File: src/rtl/ram_dist_mp_pkg.sv
// ram_pkg: shared definitions for the multi-port distributed RAM.
//   - ST_INIT / ST_READY : init-sweep FSM state encoding
//   - nb_of()            : number of write-enable lanes for a given word/lane width
//   - lane_of()          : which write-enable lane a given data bit belongs to
//   - byte_mask_bit()    : one bit of the per-bit write mask expanded from the lane enables
package ram_pkg;

    localparam logic [0:0] ST_INIT  = 1'b0;
    localparam logic [0:0] ST_READY = 1'b1;

    function automatic int nb_of(input int data_width, input int byte_width);
        return data_width / byte_width;
    endfunction

    function automatic int lane_of(input int bit_idx, input int byte_width);
        return bit_idx / byte_width;
    endfunction

    // Expansion is done one data bit at a time so the helper stays width-agnostic.
    function automatic logic byte_mask_bit(input logic lane_en);
        return lane_en;
    endfunction

endpackage

File: src/rtl/ram_dist_mp_bank.sv
// ram_dist_bank: one distributed RAM bank, single write port with byte-lane
// mask, single asynchronous read port behind a load-enabled address register.
// Ports:
//   clk, reset                 clock, synchronous active-high reset (address reg only)
//   we, wr_addr, wr_data, wr_be write strobe, address, data, per-lane enables
//   rd_en, rd_addr             address-register load enable and next address
//   rd_addr_q                  registered read address (for address-0 masking upstream)
//   rd_data                    combinational read of storage at rd_addr_q
module ram_dist_bank
    import ram_pkg::*;
#(
    parameter int DATAWIDTH = 32,
    parameter int ADDRWIDTH = 5,
    parameter int BYTEWIDTH = 8,
    localparam int NB = nb_of(DATAWIDTH, BYTEWIDTH),
    localparam int DEPTH = 2 ** ADDRWIDTH
) (
    input  logic                 clk,
    input  logic                 reset,
    input  logic                 we,
    input  logic [ADDRWIDTH-1:0] wr_addr,
    input  logic [DATAWIDTH-1:0] wr_data,
    input  logic [NB-1:0]        wr_be,
    input  logic                 rd_en,
    input  logic [ADDRWIDTH-1:0] rd_addr,
    output logic [ADDRWIDTH-1:0] rd_addr_q,
    output logic [DATAWIDTH-1:0] rd_data
);

    logic [DATAWIDTH-1:0] mem_r [DEPTH];
    logic [DATAWIDTH-1:0] mask_s;
    logic [ADDRWIDTH-1:0] rd_addr_r;

    // Expand lane enables into a per-bit write mask.
    always_comb begin
        mask_s = {DATAWIDTH{1'b0}};
        for (int i = 0; i < DATAWIDTH; i++) begin
            mask_s[i] = byte_mask_bit(wr_be[lane_of(i, BYTEWIDTH)]);
        end
    end

    // Storage write; masked-off lanes keep their old contents. No reset on the array.
    always_ff @(posedge clk) begin
        if (we) begin
            mem_r[wr_addr] <= (mem_r[wr_addr] & ~mask_s) | (wr_data & mask_s);
        end
    end

    // Read address register; holds when rd_en is low.
    always_ff @(posedge clk) begin
        if (reset) begin
            rd_addr_r <= {ADDRWIDTH{1'b0}};
        end else if (rd_en) begin
            rd_addr_r <= rd_addr;
        end
    end

    // A write and an address load at the same edge both land before this read,
    // so the read is naturally write-first.
    assign rd_addr_q = rd_addr_r;
    assign rd_data   = mem_r[rd_addr_r];

endmodule

File: src/rtl/ram_dist_mp.sv
// ram_dist_mp: distributed RAM with one byte-enabled write port and RDPORTS
// independent read ports. Storage is replicated per read port. After reset a
// hardware sweep writes INIT_VALUE to every entry; user writes are dropped and
// read data is forced to 0 until the sweep completes.
// Ports:
//   clk, reset       clock, synchronous active-high reset
//   wr_data/wr_addr/we/wr_be  write port with per-lane enables
//   rd_addr, rd_en   packed per-port read addresses and address-load enables
//   rd_data          packed per-port read data (latency 1, or 2 with RD_REG)
//   init_busy        high while the init sweep runs
module ram_dist_mp
    import ram_pkg::*;
#(
    parameter int DATAWIDTH = 32,
    parameter int ADDRWIDTH = 5,
    parameter int RDPORTS = 2,
    parameter int BYTEWIDTH = 8,
    parameter bit RD_REG = 1'b0,
    parameter bit ZERO_ADDR0 = 1'b0,
    parameter logic [DATAWIDTH-1:0] INIT_VALUE = {DATAWIDTH{1'b0}},
    localparam int NB = nb_of(DATAWIDTH, BYTEWIDTH)
) (
    input  logic                           clk,
    input  logic                           reset,
    input  logic [DATAWIDTH-1:0]           wr_data,
    input  logic [ADDRWIDTH-1:0]           wr_addr,
    input  logic                           we,
    input  logic [NB-1:0]                  wr_be,
    input  logic [RDPORTS*ADDRWIDTH-1:0]   rd_addr,
    input  logic [RDPORTS-1:0]             rd_en,
    output logic [RDPORTS*DATAWIDTH-1:0]   rd_data,
    output logic                           init_busy
);

    localparam logic [ADDRWIDTH-1:0] LAST_ADDR = {ADDRWIDTH{1'b1}};
    localparam logic [ADDRWIDTH-1:0] ZERO_A    = {ADDRWIDTH{1'b0}};

    logic [0:0]           state_r;
    logic [ADDRWIDTH-1:0] cnt_r;
    logic                 init_busy_r;

    logic                 bank_we_s;
    logic [ADDRWIDTH-1:0] bank_addr_s;
    logic [DATAWIDTH-1:0] bank_data_s;
    logic [NB-1:0]        bank_be_s;
    logic                 in_init_s;

    // Init FSM: sweep counter runs once through every address, then READY.
    always_ff @(posedge clk) begin
        if (reset) begin
            state_r     <= ST_INIT;
            cnt_r       <= {ADDRWIDTH{1'b0}};
            init_busy_r <= 1'b1;
        end else begin
            case (state_r)
                ST_INIT: begin
                    cnt_r <= cnt_r + ADDRWIDTH'(1'b1);
                    if (cnt_r == LAST_ADDR) begin
                        state_r     <= ST_READY;
                        init_busy_r <= 1'b0;
                    end
                end
                ST_READY: begin
                    state_r <= ST_READY;
                end
                default: begin
                    state_r     <= ST_INIT;
                    cnt_r       <= {ADDRWIDTH{1'b0}};
                    init_busy_r <= 1'b1;
                end
            endcase
        end
    end

    assign init_busy = init_busy_r;
    assign in_init_s = (state_r != ST_READY);

    // Write mux: the sweep owns the write port during INIT; user writes are dropped.
    always_comb begin
        bank_we_s   = 1'b0;
        bank_addr_s = wr_addr;
        bank_data_s = wr_data;
        bank_be_s   = wr_be;
        if (reset) begin
            bank_we_s = 1'b0;
        end else if (in_init_s) begin
            bank_we_s   = 1'b1;
            bank_addr_s = cnt_r;
            bank_data_s = INIT_VALUE;
            bank_be_s   = {NB{1'b1}};
        end else if (ZERO_ADDR0 && (wr_addr == ZERO_A)) begin
            bank_we_s = 1'b0;
        end else begin
            bank_we_s = we;
        end
    end

    for (genvar p = 0; p < RDPORTS; p++) begin : g_port
        logic [ADDRWIDTH-1:0] raddr_q_s;
        logic [DATAWIDTH-1:0] raw_s;
        logic [DATAWIDTH-1:0] data_s;

        ram_dist_bank #(
            .DATAWIDTH (DATAWIDTH),
            .ADDRWIDTH (ADDRWIDTH),
            .BYTEWIDTH (BYTEWIDTH)
        ) u_bank (
            .clk       (clk),
            .reset     (reset),
            .we        (bank_we_s),
            .wr_addr   (bank_addr_s),
            .wr_data   (bank_data_s),
            .wr_be     (bank_be_s),
            .rd_en     (rd_en[p]),
            .rd_addr   (rd_addr[p*ADDRWIDTH +: ADDRWIDTH]),
            .rd_addr_q (raddr_q_s),
            .rd_data   (raw_s)
        );

        // Read masking: zero during INIT and, optionally, for address 0.
        always_comb begin
            data_s = raw_s;
            if (in_init_s) begin
                data_s = {DATAWIDTH{1'b0}};
            end else if (ZERO_ADDR0 && (raddr_q_s == ZERO_A)) begin
                data_s = {DATAWIDTH{1'b0}};
            end else begin
                data_s = raw_s;
            end
        end

        if (RD_REG) begin : g_oreg
            logic [DATAWIDTH-1:0] out_r;

            // Optional output register; loads every cycle regardless of rd_en.
            always_ff @(posedge clk) begin
                if (reset) begin
                    out_r <= {DATAWIDTH{1'b0}};
                end else begin
                    out_r <= data_s;
                end
            end

            assign rd_data[p*DATAWIDTH +: DATAWIDTH] = out_r;
        end else begin : g_noreg
            assign rd_data[p*DATAWIDTH +: DATAWIDTH] = data_s;
        end
    end

endmodule

File: config.mk
export PLATFORM = sky130hd
export DESIGN_NAME = ram_dist_mp
export DESIGN_NICKNAME = d
export VERILOG_FILES = /design/src/rtl/ram_dist_mp_pkg.sv /design/src/rtl/ram_dist_mp_bank.sv /design/src/rtl/ram_dist_mp.sv
export SDC_FILE = /design/constraint.sdc
export NUM_CORES = 2
export LEC_CHECK = 0
export CAP_MARGIN = 20
export CORE_ASPECT_RATIO = 1.4
export CORE_MARGIN = 3
export CORE_UTILIZATION = 32
export CTS_CLUSTER_DIAMETER = 100
export DETAILED_ROUTE_END_ITERATION = 10
export PLACE_DENSITY = 0.54
export SYNTH_ARGS = -nofsm -noshare
export SYNTH_HDL_FRONTEND = slang
export SYNTH_HIERARCHICAL = 1
export SYNTH_SLANG_ARGS = --single-unit
export TNS_END_PERCENT = 1
File: constraint.sdc
create_clock -name clk -period 5.45 [get_ports clk]
set_input_delay 1.09 -clock clk [delete_from_list [all_inputs] [get_ports clk]]
set_output_delay 1.09 -clock clk [all_outputs]
set_load 0.05 [all_outputs]
==> metrics.log <==
INFO  metric regArea = 0.06208 mm²
INFO  metric timing.final.crit_period = 5.349 ns
INFO  metric critical_path_rt = 4.36 ns
INFO  metric synth_top_area_cell = sky130_fd_sc_hd__edfxtp_1
INFO  metric netlist_top_cells_area = sky130_fd_sc_hd__edfxtp_1, sky130_fd_sc_hd__mux4_2, sky130_fd_sc_hd__mux2i_1
INFO  metric syn-num-nets = 4915
INFO  metric drt_drc_violations_left = 0
INFO  metric avgViaCountPerCell = 5.899
INFO  metric route.vias.total = 55520
INFO  metric core_area = 0.2983 mm²
INFO  metric ys_seq_area_share = 64.56%
INFO  metric worst_ep_arrival_time = 4.26 ns
INFO  metric globalplace.congestion = 0.8379
INFO  metric cpMostUsedCell = sky130_fd_sc_hd__mux4_2
INFO  metric filler_cell_count = 27300
INFO  metric synth_compound_area_share = 4.234%
INFO  metric synth_top_cell_area_share = 63.99%
INFO  metric fraction_of_registers_with_async_set_reset = 0%
INFO  metric ant_nets = 0
INFO  metric clk_transition_reported_paths = 0.06 ns
INFO  metric cts-root-buf = sky130_fd_sc_hd__clkbuf_16
INFO  metric final-setup-viol-count = 0
INFO  metric setup.worst_path.end_class = primary output
INFO  metric portBuffers = 120
INFO  metric post_synth_num_cell_types = 51
INFO  metric path_cells = buf_16 -> mux4_2 -> mux4_2 -> o21a_1 -> and2_1 -> clkdlybuf4s50_1
INFO  metric worst_vdd_ir = 0.0002315 V
INFO  metric fp.dieH = 654.4 µm
INFO  metric critPathLaunchType = flip-flop
INFO  metric htree_num_levels = 4
INFO  metric postSynth.topFlopCell = sky130_fd_sc_hd__edfxtp_1
INFO  metric detailedRoute.firstPassIterationCount = 6
INFO  metric power.leakage = 34.65 nW
INFO  metric post-route-worst-setup-slack = 0.1012 ns
INFO  metric tns = 0 ns
INFO  metric cts_inserted_buffers = 218
INFO  metric synthesis.area_per_instance = 19.79 µm²
INFO  metric critPathKind = reg2out
INFO  metric worst_path_max_delay_cell = sky130_fd_sc_hd__clkdlybuf4s50_1
INFO  metric worst_hold_path_type = reg2reg
INFO  metric yosys_warnings = 6
INFO  metric vias_in_the_first_global_route = 58060
INFO  metric place.detailed.hpwl = 216500 µm
INFO  metric finalCritPeriodShare = 98.14%
INFO  metric die_width = 469.2 µm
INFO  metric gr-usage-all-layers = 22.22%
INFO  metric synth.area.mux_share = 26.88%
INFO  metric grt_pass1_wl = 474300 µm
INFO  metric worst_r2r_endpoint = g_port[0].u_bank/mem_r[17][26]
INFO  metric cap_violations = 0
INFO  metric timing.final.hold_violations = 0
INFO  metric starting_density = 32.21%
INFO  metric timing.max_slew.rel_slack = 29.23%
INFO  metric timing_worst_slew_pin_value = 1.062 ns
INFO  metric pre_cts_setup_slack = 0.04309 ns
INFO  metric worstSetupEndpoint = rd_data[7]
INFO  metric numClockSinks = 2075
INFO  metric synth_top_family_by_area = multiplexers
INFO  metric synth_simple_gate_area_share = 1.974%
INFO  metric totalWireLength = 344500 µm
INFO  metric worstSkewPairLatency = 0.89 ns
INFO  metric synth_edf_count = 2048
INFO  metric r2r_start = state_r
INFO  metric ff2ff_setup_slack = 1.19 ns
INFO  metric power.density = 326.6 mW/mm²
INFO  metric avgRoutedWirePerCell = 36.61 µm
INFO  metric drtIter0Drc = 5670
INFO  metric setup_repair_after_global_routing_missed_its_margin = true
INFO  metric layout.nets = 5353
INFO  metric netlist_area = 0.09610 mm²
INFO  metric timing.critical_path.fanout_max = 36
INFO  metric num_io_pins = 121
INFO  metric skew = 0.05103 ns
INFO  metric design.die.area = 0.3070 mm²
INFO  metric max_stage_delay = 0.70 ns
INFO  metric synth_xor_xnor_area_share = 0.02734%
INFO  metric row_count = 237
INFO  metric drive_above_1_share = 33.35%
INFO  metric status = complete, no violations
INFO  metric grt_start_max_net_pins = 76
INFO  metric max_clock_freq = 187.0 MHz
INFO  metric ffs_latches_synth = 2075
INFO  metric postSynthCellCount = 4857
INFO  metric rr_worst_depth = 9
INFO  metric tritoncts = yes
INFO  metric holdBufCountCts = 0
INFO  metric flow.area_growth_from_synthesis = 17.03%
INFO  metric grt_remaining_overflow = 0
INFO  metric multi_input_combinational_cell_area = 0.03247 mm²
INFO  metric grt_antenna_before_repair = 20
INFO  metric slew_viol_final = 0
INFO  metric max-clock-path-buffers = 4
INFO  metric yosys.area_share.adder = 0.02604%
## final cells by class
cell class | instances | share of cell area, %
Sequential cell | 2075 | 55.20
Multi-Input combinational cell | 2332 | 28.87
Timing Repair Buffer | 607 | 5.420
Clock buffer | 273 | 5.119
Tap cell | 3943 | 4.387
Clock inverter | 112 | 0.7810
Inverter | 61 | 0.2036
Antenna cell | 9 | 0.02003
## Yosys cell counts (43+ instances only)
library cell and n:
sky130_fd_sc_hd__nor2b_1 43, sky130_fd_sc_hd__mux4_2 912, sky130_fd_sc_hd__buf_2 133, sky130_fd_sc_hd__edfxtp_1 2048, sky130_fd_sc_hd__a22o_1 44, sky130_fd_sc_hd__inv_1 61, sky130_fd_sc_hd__a32oi_1 62, sky130_fd_sc_hd__a22oi_1 108
sky130_fd_sc_hd__nor2_1 97, sky130_fd_sc_hd__mux2i_1 490, sky130_fd_sc_hd__o22ai_1 158, sky130_fd_sc_hd__o21a_1 64, sky130_fd_sc_hd__and2_1 66, sky130_fd_sc_hd__clkbuf_1 151
## registers in the layout, indices dropped and copies added, names as in the netlist, named ones only
signal	count
g_port.u_bank/mem_r	2048
g_port.u_bank/rd_addr_q	10
cnt_r	5
init_busy	1
state_r	1
## stage by stage
stage	instance area [µm²]	hold slack, ns	power [W]	std cells	util, %
2_1_floorplan	96100	0.4635	0.02104	4857	-
3_3_place_gp	105700	0.4378	0.02272	9011	35.44
3_5_place_dp	105700	0.4502	0.02276	9011	35.44
4_1_cts	112400	0.4638	0.03702	9396	37.67
5_1_grt	112500	0.4869	0.03783	9409	37.70
6_report	112500	0.4561	0.03673	9412	37.70
## cell families after synthesis
family,count (synthesis)
adders and majority gates,2
AOI/OAI and AO/OA,552
buffers and inverters,450
xor gates and xnor gates,3
muxes,1435
and+or+nand+nor,340
DFF,2075
## power by group
group          total, W  switching [W]  leakage [nW]  internal, W
logic           0.00428        0.00252          12.6      0.00177
registers        0.0181       0.000115          18.8       0.0180
clock network    0.0143        0.00628          3.24      0.00804
## cells in the final DEF, fill, tap and decap left out, drive strengths merged, types with 62 or more instances in the layout
cell           count
mux2i            490
clkinv            88
nor2              98
a32oi             62
edfxtp          2048
o22ai            158
o21a              64
clkdlybuf4s50    110
inv               67
and2              66
mux4             912
clkbuf           273
buf              487
a22oi            108
## what timing repair did
| action | CTS | global route |
|---|---|---|
| buffers inserted | 0 | 7 |
| gates resized for setup | 8 | 5 |
| pin swaps | 0 | 0 |
| setup endpoints to repair | 15 | 15 |
## how the worst min path moves through the flow
stage                                              from        end  slack, ns  cells after the start
after global placement                        init_busy  init_busy       0.44                      1
after CTS                                     init_busy  init_busy       0.46                      1
final                                         init_busy  init_busy       0.46                      1
after detailed placement                      init_busy  init_busy       0.45                      1
after global routing                          init_busy  init_busy       0.49                      1
after floorplan           g_port[0].u_bank/rd_addr_q[0]  flip-flop       0.46                      2
## per-layer routing
metal  wire (µm)  GRT usage [%]
met1      124800          26.54
met2      180100          39.73
met3       21290          2.846
met4       18360          10.03
met5          13              0
## critical path: cells and delay by family (launching register included)
family,cells,cell delay (ns)
flip-flops,1,0.68
AO/OA/AOI/OAI,1,0.30
AND/OR/NAND/NOR,1,0.22
multiplexers,2,1.05
buffers and inverters,2,1.03
(Power assumes the default switching activity.)
